[config.mk]
export PLATFORM = sky130hd
export DESIGN_NAME = model_trainer_arbiter
export DESIGN_NICKNAME = d
export VERILOG_FILES = /design/src/rtl/model_trainer_arbiter.sv
export SDC_FILE = /design/constraint.sdc
export NUM_CORES = 1
export LEC_CHECK = 0
export CAP_MARGIN = 40
export CORE_AREA = 2 2 457 459
export CTS_CLUSTER_DIAMETER = 200
export CTS_CLUSTER_SIZE = 10
export DETAILED_ROUTE_END_ITERATION = 6
export DIE_AREA = 0 0 459 461
export PLACE_DENSITY = 0.3
export SYNTH_ARGS = -nofsm -noshare
export SYNTH_HDL_FRONTEND = slang
export SYNTH_SLANG_ARGS = --single-unit
export TNS_END_PERCENT = 100
[constraint.sdc]
create_clock -name CLK -period 5.8 [get_ports CLK]
set_input_delay 0.87 -clock CLK [delete_from_list [all_inputs] [get_ports CLK]]
set_output_delay 0.87 -clock CLK [all_outputs]
set_load 0.05 [all_outputs]
[src/rtl/model_trainer_arbiter.sv]
// Round-robin arbiter/sequencer sharing one vector summation engine among the
// four gradient accumulations of the FNN trainer (dW, dK, dU, db).
// Grants one requester, pulses engine START, muxes the requester's operands
// onto the engine, waits for READY, latches the result and pulses DONE.
module model_trainer_arbiter #(
  parameter int DATA_SIZE    = 64,
  parameter int CONTROL_SIZE = 4
) (
  input  logic                   CLK,
  input  logic                   RST,

  input  logic [3:0]             REQ_IN,
  output logic [3:0]             GNT_OUT,
  output logic [3:0]             DONE_OUT,

  input  logic [4*DATA_SIZE-1:0] SIZE_IN,
  input  logic [4*DATA_SIZE-1:0] LENGTH_IN,
  input  logic [4*DATA_SIZE-1:0] DATA_IN,
  input  logic [3:0]             DATA_IN_VECTOR_ENABLE,
  input  logic [3:0]             DATA_IN_SCALAR_ENABLE,

  output logic [DATA_SIZE-1:0]   DATA_OUT,
  output logic [3:0]             DATA_OUT_VECTOR_ENABLE,
  output logic [3:0]             DATA_OUT_SCALAR_ENABLE,
  output logic [DATA_SIZE-1:0]   RESULT_OUT,

  output logic                   ENGINE_START,
  input  logic                   ENGINE_READY,
  output logic [DATA_SIZE-1:0]   ENGINE_SIZE_IN,
  output logic [DATA_SIZE-1:0]   ENGINE_LENGTH_IN,
  output logic [DATA_SIZE-1:0]   ENGINE_DATA_IN,
  output logic                   ENGINE_DATA_IN_VECTOR_ENABLE,
  output logic                   ENGINE_DATA_IN_SCALAR_ENABLE,
  input  logic [DATA_SIZE-1:0]   ENGINE_DATA_OUT,
  input  logic                   ENGINE_DATA_OUT_VECTOR_ENABLE,
  input  logic                   ENGINE_DATA_OUT_SCALAR_ENABLE
);

  // CONTROL_SIZE belongs to the engine; only sanity-check it here.
  if (CONTROL_SIZE < 1) begin : g_bad_control_size
    $error("CONTROL_SIZE must be at least 1");
  end

  typedef enum logic [1:0] {
    S_IDLE    = 2'd0,
    S_START   = 2'd1,
    S_BUSY    = 2'd2,
    S_RELEASE = 2'd3
  } state_t;

  state_t                 r_state;
  logic [1:0]             r_last;
  logic [3:0]             r_gnt;
  logic [3:0]             r_done;
  logic                   r_start;
  logic [DATA_SIZE-1:0]   r_result;

  logic                   w_req_found;
  logic [1:0]             w_req_idx;
  logic [1:0]             w_cand;
  logic [1:0]             w_gnt_idx;
  logic                   w_any_gnt;

  // Round-robin pick: first request scanning LAST+1, LAST+2, ... modulo 4.
  always_comb begin
    w_req_found = 1'b0;
    w_req_idx   = 2'd0;
    w_cand      = 2'd0;
    for (int k = 1; k <= 4; k++) begin
      w_cand = r_last + 2'(k);
      if (!w_req_found && REQ_IN[w_cand]) begin
        w_req_found = 1'b1;
        w_req_idx   = w_cand;
      end
    end
  end

  // Encode the registered one-hot grant into an index for the operand muxes.
  always_comb begin
    w_gnt_idx = 2'd0;
    for (int i = 0; i < 4; i++) begin
      if (r_gnt[i]) begin
        w_gnt_idx = 2'(i);
      end
    end
  end

  assign w_any_gnt = |r_gnt;

  // Sequencer: grant, one-cycle START, wait READY, one-cycle DONE, release.
  always_ff @(posedge CLK or posedge RST) begin
    if (RST) begin
      r_state  <= S_IDLE;
      r_last   <= 2'd3;
      r_gnt    <= 4'd0;
      r_done   <= 4'd0;
      r_start  <= 1'b0;
      r_result <= '0;
    end else begin
      case (r_state)
        S_IDLE: begin
          if (w_req_found) begin
            r_gnt   <= 4'd1 << w_req_idx;
            r_start <= 1'b1;
            r_state <= S_START;
          end
        end
        S_START: begin
          // READY is deliberately ignored while START is on the wire.
          r_start <= 1'b0;
          r_state <= S_BUSY;
        end
        S_BUSY: begin
          if (ENGINE_READY) begin
            r_result <= ENGINE_DATA_OUT;
            r_done   <= r_gnt;
            r_last   <= w_gnt_idx;
            r_state  <= S_RELEASE;
          end
        end
        S_RELEASE: begin
          r_gnt   <= 4'd0;
          r_done  <= 4'd0;
          r_state <= S_IDLE;
        end
        default: begin
          r_gnt   <= 4'd0;
          r_done  <= 4'd0;
          r_start <= 1'b0;
          r_state <= S_IDLE;
        end
      endcase
    end
  end

  assign GNT_OUT      = r_gnt;
  assign DONE_OUT     = r_done;
  assign ENGINE_START = r_start;
  assign RESULT_OUT   = r_result;

  // Operand mux toward the engine; everything reads zero when nobody is granted.
  assign ENGINE_SIZE_IN   = w_any_gnt ? SIZE_IN[int'(w_gnt_idx)*DATA_SIZE +: DATA_SIZE]   : '0;
  assign ENGINE_LENGTH_IN = w_any_gnt ? LENGTH_IN[int'(w_gnt_idx)*DATA_SIZE +: DATA_SIZE] : '0;
  assign ENGINE_DATA_IN   = w_any_gnt ? DATA_IN[int'(w_gnt_idx)*DATA_SIZE +: DATA_SIZE]   : '0;
  assign ENGINE_DATA_IN_VECTOR_ENABLE = |(DATA_IN_VECTOR_ENABLE & r_gnt);
  assign ENGINE_DATA_IN_SCALAR_ENABLE = |(DATA_IN_SCALAR_ENABLE & r_gnt);

  // Engine output path: data is shared, enables go only to the granted requester.
  assign DATA_OUT               = ENGINE_DATA_OUT;
  assign DATA_OUT_VECTOR_ENABLE = {4{ENGINE_DATA_OUT_VECTOR_ENABLE}} & r_gnt;
  assign DATA_OUT_SCALAR_ENABLE = {4{ENGINE_DATA_OUT_SCALAR_ENABLE}} & r_gnt;

endmodule

## Yosys cells after proc, flatten, opt, wreduce, memory -nomap -nowiden

Cells that the tools add are included.

- Mux-type cells: 31
- Shift-type cells: 4
- Magnitude comparators: 4
- Eq/ne operators: 5
- Reductions and logical operators: 18
- Bitwise operators: 4
- $add $sub $neg: 3

Operator list:

| kind | number |
|---|---|
| 256-bit by 9-bit indexed part select with 64-bit output | 3 |
| 64-bit two-way mux | 3 |
| 4-bit bitwise AND | 4 |
| 2-bit two-way mux | 8 |
| 4-bit case mux with 2 select lines | 2 |
| 2-bit by 3-bit less-than comparator with 1-bit output, second input constant | 4 |
| 4-bit OR reduction | 3 |
| 1-bit two-way mux | 10 |
| 2-bit AND reduction | 5 |
| 1-bit binary-select mux with 2-bit select | 4 |
| 4-bit two-way mux | 2 |
| 2-bit case mux with 4 select lines | 1 |
| 2-bit nonzero test | 3 |
| 2-bit adder, second input constant | 2 |
| 2-bit == test, second input constant | 2 |
| 2-bit != test, second input constant | 2 |
| 1-bit by 2-bit left shift with 4-bit output, first input constant | 1 |
| 1-bit logical AND | 3 |
| 1-bit zero test | 3 |
| 2-bit by 1-bit adder with 2-bit output, second input constant | 1 |
| 2-bit by 1-bit == test with 1-bit output, second input constant | 1 |
| 2-bit zero test | 1 |
| 1-bit case mux with 2 select lines | 1 |

- Input port bits: 849
- Bits in registers: 77
- Output and inout port bits: 339
- Logic and storage cells: 75

## Logic depth before layout (Yosys ltp)

Gate-level depths: netlist (run 1).

- Word-level depth: 16
- Gate-level depth with buffers: 8
- Depth with buffers taken out: 6

## Worst setup path before layout (run 1)

No wires, ideal clock.

- Path type: reg-to-output
- Start: register r_gnt[2], in the netlist GNT_OUT[2]
- End: output port ENGINE_DATA_IN[54]
- Required time: 4.930 ns
- Stages on the path, launching flop included: 9
- Path slack: 2.644 ns
- Buffers on the path: 4
- Arrival: 2.286 ns
- Path through: dfrtp_1 buf_4 buf_6 buf_2 buf_1 nand2_1 o21ai_1 mux2i_1 nor2_1

- Word-level cells in the longest chain between the ends: 4
- Elaborated cells between the ends (all ways): 5
- Classes of those cells: shift (1); mux (3); reduce/logical (1)

RTL lines:

| element | RTL line | text |
|---|---|---|
| start, declared | 53 | `logic [3:0] r_gnt;` |
| start signal, assigned | 103 | `r_gnt <= 4'd1 << w_req_idx;` |
| 2-bit two-way mux (2 in a row) | 82 | `if (r_gnt[i]) begin` |
| 256-bit by 9-bit indexed part select with 64-bit output | 144 | `assign ENGINE_DATA_IN = w_any_gnt ? DATA_IN[int'(w_gnt_idx)*DATA_SIZE +: DATA_SIZE] : '0;` |
| 64-bit two-way mux (*) | 144 |  |
| end, declared | 31 | `output logic [DATA_SIZE-1:0] ENGINE_DATA_IN,` |

Every way passes the cells marked *; elsewhere a longest branch is shown, timed or not.

## Worst setup path in the final report (run 1)

- Start: register r_gnt[3], in the netlist GNT_OUT[3]
- End: output port ENGINE_SIZE_IN[43]

- Word-level cells in the longest chain between the ends: 3
- Elaborated cells between the ends (all ways): 4
- Classes of those cells: shift (1); mux (2); reduce/logical (1)

RTL lines:

| element | RTL line | text |
|---|---|---|
| 2-bit two-way mux | 82 |  |
| 256-bit by 9-bit indexed part select with 64-bit output | 142 | `assign ENGINE_SIZE_IN = w_any_gnt ? SIZE_IN[int'(w_gnt_idx)*DATA_SIZE +: DATA_SIZE] : '0;` |
| 64-bit two-way mux (*) | 142 |  |
| end, declared | 29 | `output logic [DATA_SIZE-1:0] ENGINE_SIZE_IN,` |

Marked as above.

==> impl_results.md, run 1 <==
- Die width: 459 µm
- Asr flop ratio synth: 100%
- Hold Fails Final Rpt: 0
- DR vias/cell: 2.88
- Worst EP arrival: 3.90 ns
- DR DRC count: 0
- Dpl hpwl: 124 mm
- CP endpoint kind: output port
- Placer congestion estimate: 0.836
- Min Hold Slack: 0.496 ns
- Clock Tree Root: clkbuf_16
- Slowest CP cell: clkdlybuf4s50_1
- Post-place setup slack: 1.30 ns
- Top FF cell, synth: dfrtp_1
- Post-CTS Hold Buffers: 0
- Die Y-Extent: 461 µm
- Port Buffers: 1,187
- Syn Area/Cell: 7.94 µm²
- Slew Limit Fails: 0
- Relative slew slack: 40.3%
- Worst Path Buf+Inv: 2
- Status: finished, final reports clean
- All-Layer GR Usage: 12.6%
- Core area: 206,000 µm²
- Upper clock frequency limit: 210 MHz
- Setup Crit Path Kind: register to output port
- Postcts setup bufs: 0
- P&R area growth vs syn: 167%
- Vias in the first global route: 14,700
- IO Pins: 1,188
- Maximum vdd drop: 0.384 mV
- Met2 usage in global routing: 20.1%
- Cts repair resizes: 0
- CP required: 4.93 ns
- EDFF count, synth: 0
- Largest net degree at the start of global routing: 110
- Via count: 14,300
- Global route overflow: 0
- Starting density of the core: 4.46%
- Max stage delay on crit path: 0.91 ns
- Sequential share of the synthesized area: 20.9%
- First-pass GRT wire length: 171 mm
- Crit share post-route: 82.2%
- Maxcap violations: 0
- CP top delay family: buffers and inverters
- Pwr dens: 636 nW/µm²
- Share of cells above drive strength 1: 6.55%
- Clock tree sinks: 77
- Lkg Pwr: 8.20 nW
- Worst Tran Pin Value: 0.895 ns
- Clock-pin slew on the worst setup and hold paths: 0.07 ns
- CP Launch Type: register
- DR WL/cell: 28.4 µm
- CP max FO: 34
- Synth Register Bits: 77
- Cells after synthesis: 1,160
- Setup WS post-layout: 1.03 ns
- Post-DRT Antenna Nets: 0
- Worst min path class: register to register
- Most Crowded Layer GR: met2
- Clk buf depth: 2
- Final worst path period need: 4.77 ns
- Total CTS buffers: 9
- Floorplan row count: 167
- Final nets: 3,079
- Mapped Area: 9210 µm²
- RSZ-0062 raised after global routing: no
- H-tree depth: 3
- Clock Latency Late Sink: 0.40 ns
- Syn nets: 2,014
- Drt total wl: 141 mm
- CP cell instances: nor2_1 -> o21a_4 -> buf_4 -> o221ai_1 -> nand2_1 -> clkdlybuf4s50_1
- Synth warnings: 0
- Initial DRC Count: 634
- Die area: 212,000 µm²
- Final setup TNS: 0 ns
- Synth cell types: 40
- Met3 GRT Util: 6.68%
- Met1 usage: 15.2%
- Initial DRT Pass Iterations: 5
- Worst R2R Setup Slack: 3.83 ns
- CTS tree: done
- Initial antenna violation count: 113
- Worst clock skew: 0.0236 ns
- Final setup violation count: 0
[kinds of logic after synthesis]
group	share of synthesized area (%)
AOI/OAI and AO/OA	25.0
adders and majority gates	0.679
muxes	27.4
DFF	20.9
and+or+nand+nor	14.2
buffers and inverters	11.8
[report_power, final]
group	switching (mW)	internal (mW)	total, mW
combinational	9.52	4.27	13.8
clock	0.292	0.437	0.729
sequential	0.286	0.812	1.10
total	10.1	5.52	15.6
[stage by stage]
step           area, µm²  instances  power, mW  utilization [%]
2_1_floorplan       9210       1160       8.96                -
3_3_place_gp       23700       4896       15.3             11.5
3_5_place_dp       24200       4918       15.4             11.7
4_1_cts            24500       4934       16.2             11.9
5_1_grt            24500       4938       16.6             11.9
6_report           24600       4954       15.6             11.9
[layer usage]
layer,vias up,wire (µm)
met1,6695,58700
met3,153,17500
met2,954,62400
li1,6393,-
met4,68,1760
met5,-,444
[final cells by class]
cell class              count  area (µm²)
diodes                     20        50.0
clock buffers              10         239
clock inverters             6         116
fillers                 23800      182000
inverters                   7        28.8
multi-input cells         896        6230
flip-flops and latches     77        1940
well taps                2704        3380
repair buffers           1234       12600
[worst paths after layout]
path / from / cells after the start / end
setup / recovery: GNT_OUT[3]$_DFFE_PP0P_ / 6 / ENGINE_SIZE_IN[43]
hold / removal: r_last[0]$_DFFE_PP1P_ / 2 / r_last[0]$_DFFE_PP1P_
setup reg to reg: r_state[0]$_DFFE_PP0P_ / 5 / RESULT_OUT[50]$_DFFE_PP0P_
hold reg to reg: r_last[0]$_DFFE_PP1P_ / 2 / r_last[0]$_DFFE_PP1P_
max in group asynchronous: RST / 3 / GNT_OUT[1]$_DFFE_PP0P_
min in group asynchronous: RST / 2 / RESULT_OUT[18]$_DFFE_PP0P_
[sequential cells by signal, indices dropped and copies added (netlist names)]
name          cells
r_last            2
r_state           2
DONE_OUT          4
RESULT_OUT       64
GNT_OUT           4
ENGINE_START      1
[worst register-to-register path, cell delays in order, from the launching register on]
cell and delay (ns):
dfrtp_1 0.40, inv_1 0.10, ha_1 0.30, nand2_4 0.26
buf_4 0.41, mux2_2 0.39
[cells in the final DEF (no fill, tap or decap), drive strengths merged, types with 2 or more instances in the layout]
cell / instances
clkdlybuf4s50: 1177
nand2: 202
mux2i: 180
a22oi: 106
o221ai: 103
nor2: 99
o21ai: 99
dfrtp: 75
mux2: 64
buf: 57
diode: 20
clkbuf: 10
inv: 9
and2: 8
a22o: 5
ha: 5
nand2b: 4
bufinv: 3
a21oi: 3
nand3b: 2
nand3: 2
dfstp: 2
nor4: 2
or2: 2
[cells in the mapped netlist (2+ instances only)]
library cell	number	share of area [%]
nand3_1	2	0.11
a22o_1	5	0.48
o221ai_1	103	9.8
and2_1	8	0.54
ha_1	5	0.68
inv_1	6	0.24
a22oi_1	106	8.6
nor2_1	99	4.0
buf_4	65	5.3
buf_2	52	2.8
nand2b_1	4	0.27
clkbuf_1	37	1.5
buf_6	10	1.2
mux2_1	5	0.61
mux2i_1	180	20
nand2_1	202	8.2
dfrtp_1	75	20
a21oi_1	2	0.11
nand3b_1	2	0.16
mux2_2	59	7.2
o21ai_0	5	0.27
o21ai_1	94	5.1
dfstp_2	2	0.57
buf_1	16	0.65
No activity file was read; power rests on OpenSTA's default activity.
==> run 2, diff against run 1 <==
Settings changed: CORE_AREA 2 2 457 459 to 2 2 465 467, DIE_AREA 0 0 459 461 to 0 0 467 469.
Clock period 5.8 ns to 3.8 ns, I/O delays scaled along.
==> impl_results.md, run 2 (same netlist as run 1, synthesis figures left out) <==
- Floorplan row count: 170 (+1.8%)
- CP max FO: 20 (-41%)
- DR DRC count: 0 (unchanged)
- DR WL/cell: 27.5 µm (-3.3%)
- First-pass GRT wire length: 168 mm (-1.6%)
- CP required: 3.23 ns (-1.70 ns)
- Final nets: 3,098 (+0.62%)
- Upper clock frequency limit: 281 MHz
- CP endpoint kind: output port
- Dpl hpwl: 125 mm (+0.72%)
- Port Buffers: 1,187 (unchanged)
- Initial DRC Count: 718 (+13%)
- All-Layer GR Usage: 12.1% (-0.50 points)
- Die width: 467 µm (+1.7%)
- Clock Latency Late Sink: 0.40 ns (about the same)
- Worst min path class: register to register
- Initial DRT Pass Iterations: 5 (unchanged)
- Via count: 14,200 (-0.50%)
- Max reg flops: 64 (unchanged)
- Final setup violation count: 0 (unchanged)
- Post-DRT Antenna Nets: 0 (unchanged)
- DR vias/cell: 2.77 (-3.6%)
- Maximum vdd drop: 0.681 mV (+77%)
- Final setup TNS: 0 ns (unchanged)
- Core area: 214,000 µm² (+3.5%)
- Drt total wl: 141 mm (-0.16%)
- Commonest non-fill, non-tap cells in the layout: clkdlybuf4s50_1 (1,030), nand2_1 (201), mux2i_1 (180)
- Worst EP arrival: 2.99 ns (-0.91 ns)
- CTS tree: done
- Largest net degree at the start of global routing: 85 (-23%)
- Placer congestion estimate: 0.842 (+0.83%)
- Worst Tran Pin Value: 0.844 ns (-0.0511 ns)
- RSZ-0062 raised after global routing: no
- Die Y-Extent: 469 µm (+1.7%)
- Post-Place Cells: 5,070 (+3.1%)
- Crit share post-route: 93.6%
- Leading cell type in the layout, fill and taps excluded: clkdlybuf4s50_1
- H-tree depth: 3 (unchanged)
- Cts repair resizes: 0 (unchanged)
- Hold Fails Final Rpt: 0 (unchanged)
- Total CTS buffers: 9 (unchanged)
- Clock tree sinks: 77 (unchanged)
- Post-CTS Hold Buffers: 0 (unchanged)
- Global route overflow: 0 (unchanged)
- Final worst path period need: 3.56 ns
- Initial antenna violation count: 114 (+0.88%)
- Postcts setup bufs: 1 (+1)
- Clk buf depth: 2 (unchanged)
- Final Instance Count excl. Fillers: 5,115 (+3.2%)
- Lkg Pwr: 8.78 nW (+7.1%)
- Relative slew slack: 43.7% (+3.4 points)
- P&R area growth vs syn: 178%
- Pwr dens: 1020 nW/µm² (+61%)
- Die area: 219,000 µm² (+3.5%)
- Vias in the first global route: 14,600 (-1.0%)
- Share of cells above drive strength 1: 13.9% (+7.3 points)
- IO Pins: 1,188 (unchanged)
- CP Launch Type: register
- Status: finished, final reports clean
- Setup Crit Path Kind: register to output port
- Worst clock skew: 0.00807 ns (-0.0155 ns)
- Slew Limit Fails: 0 (unchanged)
- Clock Tree Root: clkbuf_16
- Maxcap violations: 0 (unchanged)
- Starting density of the core: 4.31% (-0.15 points)
- Clock-pin slew on the worst setup and hold paths: 0.07 ns (about the same)
- Fillers: 24,700 (+3.7%)
[run 2: cell types whose count changed in the layout (fill, tap and decap cells not counted), sizes merged]
| cell | before | now |
|---|---|---|
| buf | 57 | 223 |
| clkdlybuf4s50 | 1177 | 1030 |
| diode | 20 | 28 |
| bufinv | 3 | 0 |
| inv | 9 | 11 |
| clkbuf | 10 | 9 |
| clkinv | 1 | 2 |
| clkinvlp | 0 | 1 |
[run 2: worst paths after layout]
path                                              from                    endpoint  slack (ns)  cells after the start
max in group asynchronous                          RST       r_last[1]$_DFFE_PP1P_        2.39                      3
min in group asynchronous                          RST   RESULT_OUT[1]$_DFFE_PP0P_        0.62                      2
worst min register to register   r_last[0]$_DFFE_PP1P_       r_last[0]$_DFFE_PP1P_        0.50                      2
worst max-delay path            GNT_OUT[1]$_DFFE_PP0P_          ENGINE_DATA_IN[25]        0.24                      6
worst max register to register  r_state[0]$_DFFE_PP0P_  RESULT_OUT[52]$_DFFE_PP0P_        1.88                      5
worst min-delay path             r_last[0]$_DFFE_PP1P_       r_last[0]$_DFFE_PP1P_        0.50                      2
[run 2: layer usage]
layer	wire length, µm	GRT usage (%)	vias to the layer above	part of all wire [%]
met5	511	0	-	0.36
met4	1610	1.20	78	1.1
met3	20900	7.66	158	15
met2	63200	19.4	933	45
met1	54400	13.8	6584	39
li1	-	-	6438	-
[run 2: power by group]
| group | internal [mW] | total (mW) | leakage [nW] | switching, mW |
|---|---|---|---|---|
| Clock | 0.459 | 0.936 | 0.141 | 0.478 |
| Sequential | 1.24 | 1.62 | 0.917 | 0.380 |
| Combinational | 8.29 | 23.6 | 7.73 | 15.3 |
[run 2: final cells by class]
class                           count  area (µm²)  share of cell area [%]
Tap cell                         2838        3550                    13.9
Inverter                            7        28.8                   0.112
Clock inverter                      7        65.1                   0.254
Sequential cell                    77        1940                    7.58
Timing Repair Buffer             1253       13500                    52.7
Multi-Input combinational cell    896        6230                    24.3
Clock buffer                        9         225                   0.880
Antenna cell                       28        70.1                   0.274
[run 2: per-stage QoR]
| stage | power [mW] | area (µm²) | worst slack (ns) | hold slack, ns | utilization [%] |
|---|---|---|---|---|---|
| floorplan | 13.7 | 9210 | 0.944 | 0.469 | - |
| global placement | 25.9 | 25100 | 0.515 | 0.477 | 11.8 |
| detailed placement | 25.9 | 25200 | 0.462 | 0.488 | 11.8 |
| CTS | 27.1 | 25500 | 0.148 | 0.503 | 11.9 |
| global route | 27.7 | 25500 | 0.0995 | 0.527 | 11.9 |
| finish | 26.1 | 25600 | 0.245 | 0.504 | 12.0 |
[run 2: worst max-delay path, stage by stage, from the launching register on]
cell and delay, ns:
dfrtp_4 0.70, buf_4 0.46, mux2i_1 0.13, o21ai_1 0.17, mux2i_1 0.10, nor2_1 0.14
clkdlybuf4s50_1 0.83
